$ cat config.mk
export PLATFORM = sky130hd
export DESIGN_NAME = pipeline_hazard_ctrl
export DESIGN_NICKNAME = d
export VERILOG_FILES = /design/src/rtl/pipeline_hazard_ctrl.sv
export SDC_FILE = /design/constraint.sdc
export NUM_CORES = 1
export LEC_CHECK = 0
export CAP_MARGIN = 10
export CORE_ASPECT_RATIO = 1.75
export CORE_UTILIZATION = 45
export DETAILED_ROUTE_END_ITERATION = 8
export PLACE_DENSITY = 0.77
export SYNTH_ARGS = -nofsm -noshare
export SYNTH_HDL_FRONTEND = slang
export SYNTH_SLANG_ARGS = --single-unit
$ cat constraint.sdc
create_clock -name CLK -period 2.11 [get_ports CLK]
set_input_delay 0.422 -clock CLK [delete_from_list [all_inputs] [get_ports CLK]]
set_output_delay 0.422 -clock CLK [all_outputs]
set_load 0.1 [all_outputs]
$ cat src/rtl/pipeline_hazard_ctrl.sv
// Hazard/stall controller: per-latch write-enable/flush, PC write-enable,
// halt drain and saturating stall/flush counters for an NSTAGES-deep pipeline.
//
// state | meaning
// RUN   | normal issue; events resolved by priority each cycle
// DWAIT | data access outstanding; front of pipe frozen, bubble past MEM
// HALT  | halt drained; everything frozen until reset
module pipeline_hazard_ctrl #(
  parameter int NSTAGES    = 5,
  parameter int MEM_STAGE  = 3,
  parameter int BR_STAGE   = 3,
  parameter int REG_W      = 5,
  parameter int LU_BUBBLES = 1,
  parameter int CNT_W      = 32
) (
  input  logic               CLK,
  input  logic               RST,
  input  logic               ihit,
  input  logic               dhit,
  input  logic               mem_dREN,
  input  logic               mem_dWEN,
  input  logic               mem_halt,
  input  logic               br_taken,
  input  logic               id_jump,
  input  logic               ex_memread,
  input  logic [REG_W-1:0]   ex_rd,
  input  logic [REG_W-1:0]   id_rs,
  input  logic [REG_W-1:0]   id_rt,
  input  logic               id_uses_rt,
  output logic               pc_wen,
  output logic [NSTAGES-2:0] lat_wen,
  output logic [NSTAGES-2:0] lat_flush,
  output logic               halted,
  output logic [CNT_W-1:0]   stall_cycles,
  output logic [CNT_W-1:0]   flush_events
);

  typedef enum logic [1:0] {RUN, DWAIT, HALT} state_t;

  localparam logic [CNT_W-1:0] CNT_ONE = {{(CNT_W-1){1'b0}}, 1'b1};
  localparam logic [2:0]       LU_LOAD = 3'(LU_BUBBLES - 1);

  state_t           state_q, state_d;
  logic [2:0]       lu_cnt_q, lu_cnt_d;
  logic [CNT_W-1:0] stall_q, stall_d;
  logic [CNT_W-1:0] flush_q, flush_d;

  logic data_stall;
  logic lu_new;
  logic count_flush;

  assign data_stall = (mem_dREN | mem_dWEN) & ~dhit;
  // Register 0 is hardwired, so a load targeting it can never create a hazard.
  assign lu_new = ex_memread && (ex_rd != '0) &&
                  ((ex_rd == id_rs) || (id_uses_rt && (ex_rd == id_rt)));

  always_comb begin
    state_d     = state_q;
    lu_cnt_d    = lu_cnt_q;
    stall_d     = stall_q;
    flush_d     = flush_q;
    pc_wen      = ihit;
    lat_wen     = '1;
    lat_flush   = '0;
    halted      = 1'b0;
    count_flush = 1'b0;

    if (RST) begin
      pc_wen    = 1'b0;
      lat_flush = '1;
      state_d   = RUN;
      lu_cnt_d  = '0;
      stall_d   = '0;
      flush_d   = '0;
    end else begin
      if (state_q == HALT) begin
        pc_wen  = 1'b0;
        lat_wen = '0;
        halted  = 1'b1;
      end else if (data_stall) begin
        state_d = DWAIT;
        pc_wen  = 1'b0;
        for (int k = 0; k < MEM_STAGE; k++) lat_wen[k] = 1'b0;
        lat_flush[MEM_STAGE] = 1'b1;
      end else if (mem_halt) begin
        state_d = HALT;
        pc_wen  = 1'b0;
        for (int k = 0; k < MEM_STAGE; k++) lat_flush[k] = 1'b1;
      end else if (br_taken) begin
        state_d     = RUN;
        pc_wen      = 1'b1;
        lu_cnt_d    = '0;
        count_flush = 1'b1;
        for (int k = 0; k < BR_STAGE; k++) lat_flush[k] = 1'b1;
      end else if (lu_new || (lu_cnt_q != '0)) begin
        state_d      = RUN;
        pc_wen       = 1'b0;
        lat_wen[0]   = 1'b0;
        lat_flush[1] = 1'b1;
        if (lu_new && (lu_cnt_q == '0)) lu_cnt_d = LU_LOAD;
        else if (lu_cnt_q != '0)        lu_cnt_d = lu_cnt_q - 3'd1;
      end else if (id_jump) begin
        state_d      = RUN;
        lat_flush[0] = 1'b1;
        count_flush  = 1'b1;
      end else if (!ihit) begin
        state_d      = RUN;
        lat_flush[0] = 1'b1;
      end else begin
        state_d = RUN;
      end

      if (!pc_wen && (state_q != HALT) && (stall_q != '1)) stall_d = stall_q + CNT_ONE;
      if (count_flush && (flush_q != '1))                  flush_d = flush_q + CNT_ONE;
    end
  end

  always_ff @(posedge CLK) begin
    state_q  <= state_d;
    lu_cnt_q <= lu_cnt_d;
    stall_q  <= stall_d;
    flush_q  <= flush_d;
  end

  assign stall_cycles = stall_q;
  assign flush_events = flush_q;

endmodule

# == Yosys cells after proc, flatten, opt, wreduce, memory -nomap -nowiden ==
# Cells that the tools add are included.
# totals
reg_bits,69
in_bits,26
output_inout_bits,74
wordCells,76
# classes
add_sub_neg,3
n_eq_ne,6
n_mux,41
n_bitwise,6
n_reduce_logical,16
# op_table
operator,n
32-bit by 1-bit adder with 32-bit output (second input constant),2
32-bit inequality test (second input constant),2
1-bit two-way mux,27
3-bit two-way mux,7
4-bit two-way mux,3
5-bit == test,2
2-bit two-way mux,4
1-bit logical AND,7
3-bit nonzero test,2
5-bit AND reduction,1
5-bit nonzero test,1
1-bit inverter,4
3-bit logical NOT,1
3-bit by 1-bit subtractor with 3-bit output (second input constant),1
2-bit == test (second input constant),1
1-bit logical OR,2
2-bit inequality test (second input constant),1
2-bit nonzero test,1
1-bit bitwise AND,1
1-bit logical NOT,1
1-bit bitwise OR,1

# == Depth between registers and ports, before layout ==
# logic_depth
depth_word,14
ltp_mapped,11
depth_no_buf,9

# == Worst setup path before layout ==
# No wires, ideal clock.
# synth_path
kind,input port to output port
from,input ex_rd[3]
to,output lat_flush[1]
arrival_time_ps,2819
required_ps,1688
setup_slack_ps,-1131
cell_stages,6
path_buffers,0
path_cell_list,xor2_1 -> nor4_2 -> a32oi_2 -> o21ai_0 -> nor4_1 -> nor2_1
# synth_between
elab_chain_cells,11
elab_cells_between_ends,14
cone_classes,eq/ne: 2; mux: 6; reduce/logical: 6
# synth_rtl
element,line_no,source
from (decl),26,"input logic [REG_W-1:0] ex_rd,"
5-bit == test,55,((ex_rd == id_rs) || (id_uses_rt && (ex_rd == id_rt)));
1-bit logical AND,55,
1-bit logical OR,55,
1-bit logical AND *,54,assign lu_new = ex_memread && (ex_rd != '0) &&
1-bit logical OR *,95,end else if (lu_new || (lu_cnt_q != '0)) begin
1-bit two-way mux *,95,
2-bit two-way mux *,89,end else if (br_taken) begin
3-bit two-way mux *,85,end else if (mem_halt) begin
3-bit two-way mux *,80,end else if (data_stall) begin
4-bit two-way mux *,76,if (state_q == HALT) begin
4-bit two-way mux *,68,if (RST) begin
to (decl),32,"output logic [NSTAGES-2:0] lat_flush,"
# Every way passes the cells marked *; elsewhere a longest branch is shown, timed or not.

# == Worst setup path in the final report ==
# layout_path
from,input ex_rd[1]
to,output lat_flush[0]
# The elaborated chain is that of the path after synthesis.

==> out/metrics.yaml <==
power:
  switchingPower_mw: 1.10
  p_int_mw: 2.66
  pwr-share-seq_pct: 33.8
  clkPwrFrac_pct: 44.2
  p_leak_nw: 2.62
  swShare_pct: 29.3
  power_density_mw_per_mm2: 536
  ir_drop_v: 0.000488
  p_comb_share_pct: 22.1
cts:
  clockBufferDepth: 2
  htreeDepth: 3
  numCtsBuffers: 9
  cts_root_buf: "clkbuf_16"
  path_clk_slew_ns: 0.05
  clk_latency_ns: 0.34
  clkSinkCount: 69
  cts_tree: "done"
detailed_routing:
  wl_met2_um: 8810
  route.detailed.drc: 0
  routed.top_layer: "met4"
  drt_iter0_drc: 298
  vias: 4699
  firstDrtPassIters: 5
  wl_per_cell_um: 20.0
  detail-route-antenna-nets: 0
  totalWireLength_um: 15400
  wl_met3_um: 626
  routedLengthMet1_um: 5070
  via_per_inst: 6.09
worst_hold_path:
  min_from: "RST"
  min_path_type: "in2reg"
  worstHoldEndpoint: "flush_events[0]"
  hold_depth: 2
timing:
  min_period_ns: 2.41
  finalHoldViolations: 0
  fmax_ghz: 0.415
  setup_viol: 56
  tns_ns: -7.21
  drv_slew: 0
  worstMarginPinSlew_ns: 0.698
  timing.hold.ws_ns: 0.454
  rsz0062_at_grt: "true"
  setup_ws_ns: -0.301
  post-route-period-util_pct: 114
  relSlewSlack_pct: 53.5
  final.setup_skew_ns: 0.00710
yosys:
  synthArstFlopShare_pct: 0
  avgSynthCellArea_um2: 8.09
  synth_top_area_cell: "dfxtp_1"
  synth_common_cells: "dfxtp_1 (69), a21oi_1 (51), nor2_1 (39), nand2_1 (34)"
  synthCells: 479
  yosys_warnings: 0
  synth_area_leaders: "dfxtp_1 (36%), a21oi_1 (6.6%), o31ai_1 (4.3%)"
  ys_types: 55
  synth.most_common_cell: "dfxtp_1"
  yosysSeqAreaShare_pct: 35.6
  syn-cell-area_mm2: 0.00388
  ys_ff_latch: 69
  ys.flop_type: "dfxtp_1"
  synth_top_area_share_pct: 35.6
  synth_edf_count: 0
  synth_fp_nets: 509
worst_setup_path:
  endpoint_kind: "output port"
  cp-start-kind: "primary input"
  slowest_stage: "nor4_2"
  r2r_slack_ns: -0.17
  r2r_end: "stall_cycles[0]"
  startpoint: "ex_rd[1]"
  worstSetupPathDepth: 8
  critPathMaxStageDelay_ns: 0.30
  worstPathArrival_ns: 1.99
  critPathMaxFanout: 5
  worst_r2r_path_depth: 12
  r2r-start: "lu_cnt_q[0]"
  cp_data_required_time_ns: 1.69
  crit_family: "simple AND/OR/NAND/NOR gates"
  cp.buffers_inverters: 2
  worstPathCellList: "buf_8, xor2_2, nor4_2, a32oi_2, o21ai_4, nor3_2, or2_4, buf_12"
  path_class: "in2out"
flow_run:
  maxCapViolCount: 0
placement:
  numPortBuffers: 99
  dp_slack_ns: -0.725
  globalplace.congestion: 0.831
  dpl-instance-area_mm2: 0.00571
  hpwl_um: 8550
  dp_cells: 721
grt:
  grt_pass1_vias: 4846
  overflow: 0
  grt_max_degree: 61
  grtUsageTotal_pct: 33.3
  antenna_found_initial: 0
  grt_pass1_wl_um: 23600
die:
  start_util_pct: 46.6
  die_area_mm2: 0.00901
  ios: 100
  core_mm2: 0.00831
  chipHeight_um: 125
  die_w_um: 72.2
  row_count: 44
layout:
  diodes: 0
  stdcell_count: 771
  fin_area_mm2: 0.00702
  nets: 681
  drive_gt1_share_pct: 58.8
  synthToLayoutAreaGrowth_pct: 80.9
outcome:
  violations: "negative setup slack"
  status: "finished, violations left"
-- worst max path at each step --
stage,endpoint,slack [ns]
6_report,lat_flush[0],-0.30
5_1_grt,lat_flush[0],-0.32
4_1_cts,lat_flush[0],-0.24
3_5_place_dp,lat_flush[0],-0.72
3_3_place_gp,lat_flush[0],-0.65
2_1_floorplan,lat_flush[1],-0.31
-- final cells by class --
cell class | instances | area [um^2]
Multi-Input combinational cell | 368 | 3100
Timing Repair Buffer | 186 | 1790
Sequential cell | 69 | 1590
Fill cell | 443 | 1300
Clock buffer | 9 | 225
Tap cell | 115 | 144
Clock inverter | 7 | 97.6
Inverter | 17 | 71.3
-- flip-flops by register name, summed over array words and instances (netlist names) --
register and flops:
lu_cnt_q 3, state_q 2, flush_events 32, stall_cycles 32
-- layout by cell type (no fill, tap or decap), types with 14 or more instances in the layout --
master,n
a21oi_1,34
dfxtp_2,17
buf_6,19
nor2_1,36
buf_4,124
nand2_1,33
a21oi_2,15
buf_12,14
or3_1,16
o21ai_0,15
dfxtp_4,49
nand3_1,15
-- metrics by stage --
step | total power, mW | utilization, %
after floorplan | 1.65 | -
after global placement | 1.87 | 68.7
after detailed placement | 1.88 | 68.7
after CTS | 3.74 | 81.6
after global routing | 3.84 | 84.4
final | 3.76 | 84.4
-- repair_timing --
action                                  4_1_cts  5_1_grt
setup buffers                                18       12
resized for setup                           127       68
hold endpoints to repair                      0        0
hold buffers                                  0        0
endpoints found under the setup margin       71       71
cloned                                       11        0
pin swaps                                    41       40
-- power by group through the flow --
stage                     Clock, mW  Combinational, mW  Sequential [mW]
after global routing           1.72              0.852             1.27
final                          1.66              0.829             1.27
after CTS                      1.66              0.814             1.27
after floorplan                   0              0.295             1.36
after detailed placement          0              0.580             1.30
after global placement            0              0.573             1.30
-- kinds of logic (layout without fill, tap and decap cells) --
| kind of cell | count (synthesis) | count (layout) | share of synthesized area, % |
|---|---|---|---|
| simple gates | 215 | 215 | 31.3 |
| compound gates | 120 | 122 | 20.1 |
| flops | 69 | 69 | 35.6 |
| buf+inv | 44 | 219 | 4.71 |
| mux | 14 | 14 | 4.03 |
| xor+xnor | 13 | 13 | 2.94 |
| fa+ha+maj | 4 | 4 | 1.29 |
-- routing by layer --
layer	global-route usage, %	vias to the layer above
met4	21.9	0
met1	31.4	2286
met2	63.1	204
met3	4.69	77
li1	-	2132
met5	0	-
No activity file was read; power rests on OpenSTA's default activity.
